$ cat src/rtl/fifo_pop_ctrl_pkg.sv
// rtl/fifo_pop_ctrl_pkg.sv - shared FSM encodings and FIFO geometry for the FIFO read-side controller
package fifo_pop_ctrl_pkg;

  localparam int FIFO_DATA_WIDTH = 6;
  localparam int FIFO_DEPTH      = 16;

  typedef enum logic [1:0] {
    ST_IDLE  = 2'd0,
    ST_DRAIN = 2'd1,
    ST_PAUSE = 2'd2,
    ST_BAD   = 2'd3
  } pop_state_e;

endpackage

$ cat src/rtl/fifo_pop_ctrl_shadow_cnt.sv
// rtl/fifo_pop_ctrl_shadow_cnt.sv - shadow FIFO occupancy counter with saturation and sticky error
module fifo_shadow_cnt
  import fifo_pop_ctrl_pkg::*;
#(
  parameter int DEPTH     = FIFO_DEPTH,
  parameter int CNT_WIDTH = 5
) (
  input  logic                 clk,
  input  logic                 reset,
  input  logic                 push_mon,
  input  logic                 pop,
  output logic [CNT_WIDTH-1:0] occupancy,
  output logic                 error
);

  localparam logic [CNT_WIDTH-1:0] FULL = CNT_WIDTH'(DEPTH);

  logic [CNT_WIDTH-1:0] occ_next;
  logic                 err_next;

  // A push into a full FIFO is lost by the FIFO, so the count holds rather than wrapping.
  always_comb begin
    occ_next = occupancy;
    err_next = error;
    case ({push_mon, pop})
      2'b10: begin
        if (occupancy == FULL) err_next = 1'b1;
        else                   occ_next = occupancy + CNT_WIDTH'(1);
      end
      2'b01: begin
        if (occupancy == '0) err_next = 1'b1;
        else                 occ_next = occupancy - CNT_WIDTH'(1);
      end
      default: begin
        occ_next = occupancy;
      end
    endcase
  end

  always_ff @(posedge clk) begin
    if (reset) begin
      occupancy <= '0;
      error     <= 1'b0;
    end else begin
      occupancy <= occ_next;
      error     <= err_next;
    end
  end

endmodule

$ cat src/rtl/fifo_pop_ctrl.sv
// rtl/fifo_pop_ctrl.sv - FIFO read-side controller: pop FSM, 2-cycle capture pipeline, delivered-word counter
module fifo_pop_ctrl
  import fifo_pop_ctrl_pkg::*;
#(
  parameter int DATA_WIDTH   = FIFO_DATA_WIDTH,
  parameter int DEPTH        = FIFO_DEPTH,
  parameter int CNT_WIDTH    = 5,
  parameter int RD_CNT_WIDTH = 8
) (
  input  logic                    clk,
  input  logic                    reset,
  input  logic                    enable,
  input  logic                    push_mon,
  input  logic [DATA_WIDTH-1:0]   fifo_data,
  input  logic                    dest_pausa,
  output logic                    pop,
  output logic [DATA_WIDTH-1:0]   data_out,
  output logic                    valid_out,
  output logic [CNT_WIDTH-1:0]    occupancy,
  output logic [RD_CNT_WIDTH-1:0] words_read,
  output logic [1:0]              state_out,
  output logic                    error_out
);

  pop_state_e state;
  pop_state_e state_next;
  logic       rd_pend;
  logic       occ_zero;
  logic       occ_one;

  assign occ_zero  = (occupancy == '0);
  assign occ_one   = (occupancy == CNT_WIDTH'(1));
  assign state_out = state;

  // Back-pressure gates pop in the same cycle; the shadow count avoids the FIFO's lagging flags.
  assign pop = (state == ST_DRAIN) && !occ_zero && !dest_pausa;

  fifo_shadow_cnt #(
    .DEPTH     (DEPTH),
    .CNT_WIDTH (CNT_WIDTH)
  ) u_shadow (
    .clk       (clk),
    .reset     (reset),
    .push_mon  (push_mon),
    .pop       (pop),
    .occupancy (occupancy),
    .error     (error_out)
  );

  always_comb begin
    state_next = state;
    case (state)
      ST_IDLE: begin
        if (enable && !occ_zero) state_next = ST_DRAIN;
      end
      ST_DRAIN: begin
        if (dest_pausa)                         state_next = ST_PAUSE;
        else if (!enable)                       state_next = ST_IDLE;
        else if (occ_zero && !push_mon)         state_next = ST_IDLE;
        else if (occ_one && pop && !push_mon)   state_next = ST_IDLE;
      end
      ST_PAUSE: begin
        if (!enable)          state_next = ST_IDLE;
        else if (!dest_pausa) state_next = ST_DRAIN;
      end
      default: begin
        state_next = ST_IDLE;
      end
    endcase
  end

  // rd_pend marks that fifo_data carries a popped word this cycle; words already popped
  // are delivered even after the FSM leaves DRAIN.
  always_ff @(posedge clk) begin
    if (reset) begin
      state      <= ST_IDLE;
      rd_pend    <= 1'b0;
      data_out   <= '0;
      valid_out  <= 1'b0;
      words_read <= '0;
    end else begin
      state     <= state_next;
      rd_pend   <= pop;
      valid_out <= rd_pend;
      if (rd_pend) begin
        data_out   <= fifo_data;
        words_read <= words_read + RD_CNT_WIDTH'(1);
      end
    end
  end

endmodule
$ cat config.mk
export PLATFORM = sky130hd
export DESIGN_NAME = fifo_pop_ctrl
export DESIGN_NICKNAME = d
export VERILOG_FILES = /design/src/rtl/fifo_pop_ctrl_pkg.sv /design/src/rtl/fifo_pop_ctrl_shadow_cnt.sv /design/src/rtl/fifo_pop_ctrl.sv
export SDC_FILE = /design/constraint.sdc
export NUM_CORES = 1
export LEC_CHECK = 0
export CAP_MARGIN = 10
export CORE_MARGIN = 2
export CORE_UTILIZATION = 30
export DETAILED_ROUTE_END_ITERATION = 12
export PLACE_DENSITY_LB_ADDON = 0.15
export SYNTH_ARGS = -nofsm -noshare
export SYNTH_HDL_FRONTEND = slang
export SYNTH_HIERARCHICAL = 1
export SYNTH_SLANG_ARGS = --single-unit
$ cat constraint.sdc
create_clock -name clk -period 2.4 [get_ports clk]
set_input_delay 0.48 -clock clk [delete_from_list [all_inputs] [get_ports clk]]
set_output_delay 0.48 -clock clk [all_outputs]
set_load 0.01 [all_outputs]
==> flow_summary.json, run 1 <==
{
  "result_of_the_run": "finished with violations",
  "violations": "setup timing",
  "grt_util_all_layers_pct": 14.2,
  "cp.required_ps": 2570,
  "synth.area.mux_share_pct": 10.5,
  "hold_slack_ps": 475,
  "vias_per_cell": 4.72,
  "fmax_mhz": 410,
  "critPathMaxFanout": 4,
  "cts_root_buffer": "sky130_fd_sc_hd__clkbuf_8",
  "global_route_overflow": 0,
  "timing.critical_path.cells": "or4_4 -> o21ai_4 -> nor2_4 -> ha_4 -> xor2_1 -> ha_2 -> and3b_1 -> o21ai_1 -> a21oi_1 -> mux2_2",
  "start_util_pct": 30.9,
  "synthCells": 128,
  "synth.ff_latch_count": 24,
  "syn_avg_cell_area_um2": 9.52,
  "grt_antenna_before_repair": 0,
  "finalWirelength_um": 2880,
  "postRouteAntennaNets": 0,
  "share_of_post_route_cells_with_drive_strength_above_1_pct": 22.5,
  "worst_ep_arrival_time_ps": 2600,
  "post_drt_wl_per_cell_um": 12.6,
  "synth_simple_gate_area_share_pct": 19.8,
  "drv_cap": 0,
  "grt_max_degree": 20,
  "grt_pass1_vias": 1015,
  "synth.distinct_cells": 33,
  "via_count": 1077,
  "timing_worst_setup_path_type": "register to register",
  "leading_cell_type_in_the_layout_fill_and_taps_excluded": "sky130_fd_sc_hd__clkdlybuf4s50_1",
  "synthXorXnorAreaFrac_pct": 5.75,
  "syn_nets": 144,
  "die-height_um": 67.7,
  "clk-insertion-delay-late_ps": 270,
  "dp_hpwl_um": 2150,
  "setup_viol": 1,
  "cts-htree-levels": 1,
  "synth-edff-count": 0,
  "num_io_pins": 35,
  "core_um2": 3940,
  "nets": 195,
  "tritoncts": "built",
  "synth_top_area_cell": "sky130_fd_sc_hd__dfxtp_1",
  "period_share_pct": 102,
  "hold_class": "register to register",
  "vdd_drop_max_mv": 0.185,
  "dpl-instance-area_um2": 1760,
  "core.rowCount": 23,
  "synth.top_cells.by_area": "sky130_fd_sc_hd__dfxtp_1 39%, sky130_fd_sc_hd__mux2i_1 7.4%, sky130_fd_sc_hd__nor2_1 5.5%, sky130_fd_sc_hd__ha_1 5.1%, sky130_fd_sc_hd__xor2_1 5.0%",
  "rsz0062_at_grt": "yes",
  "placement.io_buffers": 34,
  "cts_inserted_buffers": 3,
  "synth_compound_area_share_pct": 15.8,
  "drt_iter0_drc": 18,
  "synth_top_area_share_pct": 39.4,
  "synthToLayoutAreaGrowth_pct": 51.6,
  "timing_hold_violations_final": 0,
  "cts_max_path_buffers": 2,
  "diodes": 0,
  "netlist_area_um2": 1220,
  "ys_seq_area_share_pct": 39.4,
  "drt_pre_antenna_iters": 4,
  "fin_total_pwr_w": 0.000925,
  "layout_common_cells": "33 x sky130_fd_sc_hd__clkdlybuf4s50_1, 21 x sky130_fd_sc_hd__dfxtp_1, 17 x sky130_fd_sc_hd__nor2_1, 17 x sky130_fd_sc_hd__buf_4, 9 x sky130_fd_sc_hd__mux2i_1",
  "leakage_nw": 0.715,
  "cp-start-kind": "register",
  "crit_path_end_kind": "register",
  "cts_sinks": 24,
  "combinational_family_with_the_most_area_after_synthesis": "simple AND/OR/NAND/NOR gates",
  "postLayoutSetupSlackWorst_ps": -37.9,
  "power_density_nw_per_um2": 500,
  "crit_path_max_incr_delay_ps": 530,
  "asyncSetResetFlopFracSynth_pct": 0,
  "fp.dieArea_um2": 4590,
  "totalNegativeSetupSlack_ps": -37.9,
  "synth_flop_cell": "sky130_fd_sc_hd__dfxtp_1",
  "drv_slew": 0,
  "synth_warn": 6,
  "post-route-drc-count": 0,
  "chipWidth_um": 67.7,
  "postLayoutCellArea_um2": 1850,
  "grt_first_pass_wirelength_um": 4830,
  "final.setup_skew_ps": 1.99,
  "worst_slew_margin_rel_pct": 74.4,
  "cpMaxStageDelayCell": "sky130_fd_sc_hd__or4_4",
  "tightestPinTransition_ps": 382,
  "finalWeightedCongestion": 0.775,
  "period_needed_ps": 2440,
  "clkSlewWorstSetupHoldPaths_ps": 90,
  "post_synthesis_share_of_cell_area_spent_on_full_adders_half_adders_and_majority_gates_pct": 5.13
}
-- cell usage after synthesis, types with 2 or more instances --
master                    number
sky130_fd_sc_hd__dfxtp_1      24
sky130_fd_sc_hd__nand2_1       3
sky130_fd_sc_hd__nand3_1       2
sky130_fd_sc_hd__nor2_1       18
sky130_fd_sc_hd__o21ai_0       8
sky130_fd_sc_hd__nor2b_1       6
sky130_fd_sc_hd__mux2_2        2
sky130_fd_sc_hd__inv_1         5
sky130_fd_sc_hd__o31ai_1       2
sky130_fd_sc_hd__xor2_1        7
sky130_fd_sc_hd__nand4_1       3
sky130_fd_sc_hd__a21oi_1       9
sky130_fd_sc_hd__or3_1         4
sky130_fd_sc_hd__ha_1          5
sky130_fd_sc_hd__mux2i_1       9
sky130_fd_sc_hd__and3b_1       2
sky130_fd_sc_hd__nor3_1        3
-- worst paths after layout --
path | startpoint | endpoint | slack (ps) | depth (start not counted)
hold / removal | u_shadow/error | u_shadow/error | 480 | 2
setup reg to reg | u_shadow/occupancy[3] | u_shadow/occupancy[4] | -40 | 10
hold reg to reg | u_shadow/error | u_shadow/error | 480 | 2
setup / recovery | u_shadow/occupancy[3] | u_shadow/occupancy[4] | -40 | 10
-- per-stage QoR --
stage | setup WS [ps] | utilization, % | std cells
6_report | -37.9 | 46.9 | 228
5_1_grt | -147 | 46.9 | 228
4_1_cts | -45.2 | 46.5 | 228
3_5_place_dp | -53.1 | 44.6 | 223
3_3_place_gp | -35.8 | 44.6 | 223
2_1_floorplan | -161 | - | 128
-- kinds of logic (layout without fill, tap and decap cells) --
group / Yosys count / in the layout
DFF: 24 / 24
AOI/OAI and AO/OA: 25 / 25
buffers and inverters: 10 / 60
and+or+nand+nor: 44 / 44
adders and majority gates: 5 / 5
xor gates and xnor gates: 8 / 8
muxes: 12 / 12
-- worst max-delay path: cells and delay by family, from the launching register on --
family / cells / cell delay, ps
xor+xnor: 1 / 140
compound gates: 3 / 370
flops: 1 / 350
mux: 1 / 340
fa+ha+maj: 2 / 380
simple gates: 3 / 750
-- layer usage --
metal	GRT usage [%]	vias to the layer above	part of all wire [%]
li1	-	547	-
met1	18.1	508	44
met2	23.4	18	51
met3	2.50	4	3.8
met4	6.12	0	1.3
met5	0	-	0
-- area by class of cell --
cell class | count | area (um2)
Clock buffer | 4 | 66.3
Multi-Input combinational cell | 94 | 743
Tap cell | 50 | 62.6
Fill cell | 377 | 2090
Sequential cell | 24 | 487
Timing Repair Buffer | 51 | 470
Inverter | 5 | 18.8
-- timing repair --
action,in CTS,in global routing
buffers inserted,1,0
setup endpoints to repair,2,4
resized for setup,2,3
hold buffers,0,0
-- flip-flops by register name (all words and copies together), names as in the netlist --
signal and count:
data_out 6, rd_pend 1, state_out 2, u_shadow/error 1
u_shadow/occupancy 5, valid_out 1, words_read 8
-- power by group --
group          internal (W)  switching [W]  total, W
clock              0.000181       0.000135  0.000316
sequential         0.000409     0.00000774  0.000417
combinational      0.000103      0.0000889  0.000192
total              0.000693       0.000231  0.000925
Power figures use the tool's default switching activity.
==> run 2: changes to the inputs <==
Settings changed: CORE_MARGIN 2 to default.
==> flow_summary.json, run 2 (synthesis gave the netlist of run 1 again) <==
{
  "grt_util_all_layers_pct": 14.0,
  "dp_hpwl_um": 2060,
  "die-height_um": 65.7,
  "global_route_overflow": 0,
  "period_needed_ps": 2420,
  "fin_total_pwr_w": 0.000954,
  "post_drt_wl_per_cell_um": 11.6,
  "drt_pre_antenna_iters": 3,
  "post-route-drc-count": 0,
  "cts_sinks": 24,
  "violations": "setup timing",
  "cts_root_buffer": "sky130_fd_sc_hd__clkbuf_8",
  "postLayoutSetupSlackWorst_ps": -18.3,
  "result_of_the_run": "finished with violations",
  "start_util_pct": 32.3,
  "drt_iter0_drc": 48,
  "timing_hold_violations_final": 0,
  "fp.dieArea_um2": 4320,
  "synthToLayoutAreaGrowth_pct": 52.5,
  "cts_max_path_buffers": 2,
  "cp.required_ps": 2560,
  "cts-htree-levels": 1,
  "crit_path_max_incr_delay_ps": 540,
  "critical_path.n_buffers_inverters": 0,
  "count_of_fill_cells_added_during_filler_insertion": 352,
  "nets": 197,
  "reg_top3": "words_read: 8 flops, data_out: 6 flops, u_shadow/occupancy: 5 flops",
  "rsz0062_at_grt": "yes",
  "critPathMaxFanout": 3,
  "dp.cells": 222,
  "cts_inserted_buffers": 3,
  "grt_first_pass_wirelength_um": 4690,
  "grt_max_degree": 15,
  "tritoncts": "built",
  "largest_register_ff_count": 8,
  "cp-start-kind": "register",
  "drv_cap": 0,
  "fmax_mhz": 414,
  "worst_ep_arrival_time_ps": 2580,
  "via_count": 1076,
  "drv_slew": 0,
  "core.rowCount": 22,
  "share_of_post_route_cells_with_drive_strength_above_1_pct": 23.3,
  "layout.cells.non_filler": 228,
  "tightestPinTransition_ps": 501,
  "grt_antenna_before_repair": 0,
  "vdd_drop_max_mv": 0.495,
  "cpMaxStageDelayCell": "sky130_fd_sc_hd__or4_4",
  "timing.critical_path.cells": "or4_4 -> o21ai_4 -> nor2_4 -> ha_4 -> xor2_1 -> ha_2 -> and3b_1 -> o21ai_1 -> a21oi_1 -> mux2_2",
  "finalWirelength_um": 2650,
  "leakage_nw": 0.711,
  "postRouteAntennaNets": 0,
  "dpl-instance-area_um2": 1760,
  "chipWidth_um": 65.7,
  "timing_worst_setup_path_type": "register to register",
  "layout_common_cells": "33 x sky130_fd_sc_hd__clkdlybuf4s50_1, 22 x sky130_fd_sc_hd__dfxtp_1, 20 x sky130_fd_sc_hd__buf_4",
  "clk-insertion-delay-late_ps": 260,
  "period_share_pct": 101,
  "vias_per_cell": 4.72,
  "clkSlewWorstSetupHoldPaths_ps": 90,
  "crit_path_end_kind": "register",
  "holdBufCountCts": 0,
  "finalWeightedCongestion": 0.783,
  "power_density_nw_per_um2": 513,
  "postLayoutCellArea_um2": 1860,
  "diodes": 0,
  "final.setup_skew_ps": 6.86,
  "leading_cell_type_in_the_layout_fill_and_taps_excluded": "sky130_fd_sc_hd__clkdlybuf4s50_1",
  "hold_class": "register to register",
  "critPathTopFamily": "simple AND/OR/NAND/NOR gates",
  "num_io_pins": 35,
  "worst_slew_margin_rel_pct": 66.5,
  "hold_slack_ps": 477,
  "core_um2": 3770,
  "regMostFlops": "words_read",
  "grt_pass1_vias": 1049,
  "setup_viol": 2,
  "placement.io_buffers": 34
}
## run 2: changes by cell type in the layout (fill, tap and decap cells not counted), sizes merged
cell	before	now
bufinv	0	1
clkbuf	4	3
dlymetal6s2s	1	0
buf	17	20
## run 2: final timing paths
kind / slack (ps) / start / cells past startpoint / endpoint
setup / recovery: -20 / u_shadow/occupancy[3] / 10 / u_shadow/occupancy[4]
hold reg to reg: 480 / u_shadow/error / 2 / u_shadow/error
hold / removal: 480 / u_shadow/error / 2 / u_shadow/error
setup reg to reg: -20 / u_shadow/occupancy[3] / 10 / u_shadow/occupancy[4]
## run 2: per-layer routing
layer | track usage (%) | part of all wire [%]
met4 | 3.26 | 0.64
met5 | 0 | 0
met1 | 18.2 | 49
met3 | 3.65 | 3.6
met2 | 22.7 | 47
## run 2: worst reg2reg max path: cells and delay by family (launching register included)
| family | cells | cell delay (ps) |
|---|---|---|
| fa+ha+maj | 2 | 370 |
| xor+xnor | 1 | 130 |
| simple gates | 3 | 750 |
| compound gates | 3 | 360 |
| flops | 1 | 350 |
| mux | 1 | 340 |
## run 2: timing repair
item                       in CTS  in global routing
gates resized for setup         2                  3
gates cloned                    0                  0
setup endpoints to repair       2                  3
pin swaps                       2                  4
setup buffers                   1                  1
## run 2: cell type report
| type | instances | area (um2) | share of cell area (%) |
|---|---|---|---|
| Clock buffer | 3 | 41.3 | 2.22 |
| Clock inverter | 1 | 30.0 | 1.62 |
| Inverter | 5 | 18.8 | 1.01 |
| Multi-Input combinational cell | 94 | 742 | 39.9 |
| Sequential cell | 24 | 485 | 26.1 |
| Tap cell | 48 | 60.1 | 3.23 |
| Timing Repair Buffer | 53 | 480 | 25.9 |
## run 2: through the flow
| step | utilization (%) | setup TNS (ps) | setup slack, ps |
|---|---|---|---|
| 6_report | 49.3 | -27.8 | -18.3 |
| 5_1_grt | 49.3 | -303 | -141 |
| 4_1_cts | 48.8 | -61.4 | -54.0 |
| 3_5_place_dp | 46.8 | -65.8 | -50.4 |
| 3_3_place_gp | 46.8 | -38.4 | -32.8 |
| 2_1_floorplan | - | -240 | -161 |
## run 2: where the power goes
part / internal (W) / switching, W / total, W / leakage [nW]
clock network: 0.000223 / 0.000123 / 0.000345 / 0.0357
registers: 0.000409 / 0.00000896 / 0.000418 / 0.196
logic: 0.000103 / 0.0000875 / 0.000190 / 0.480
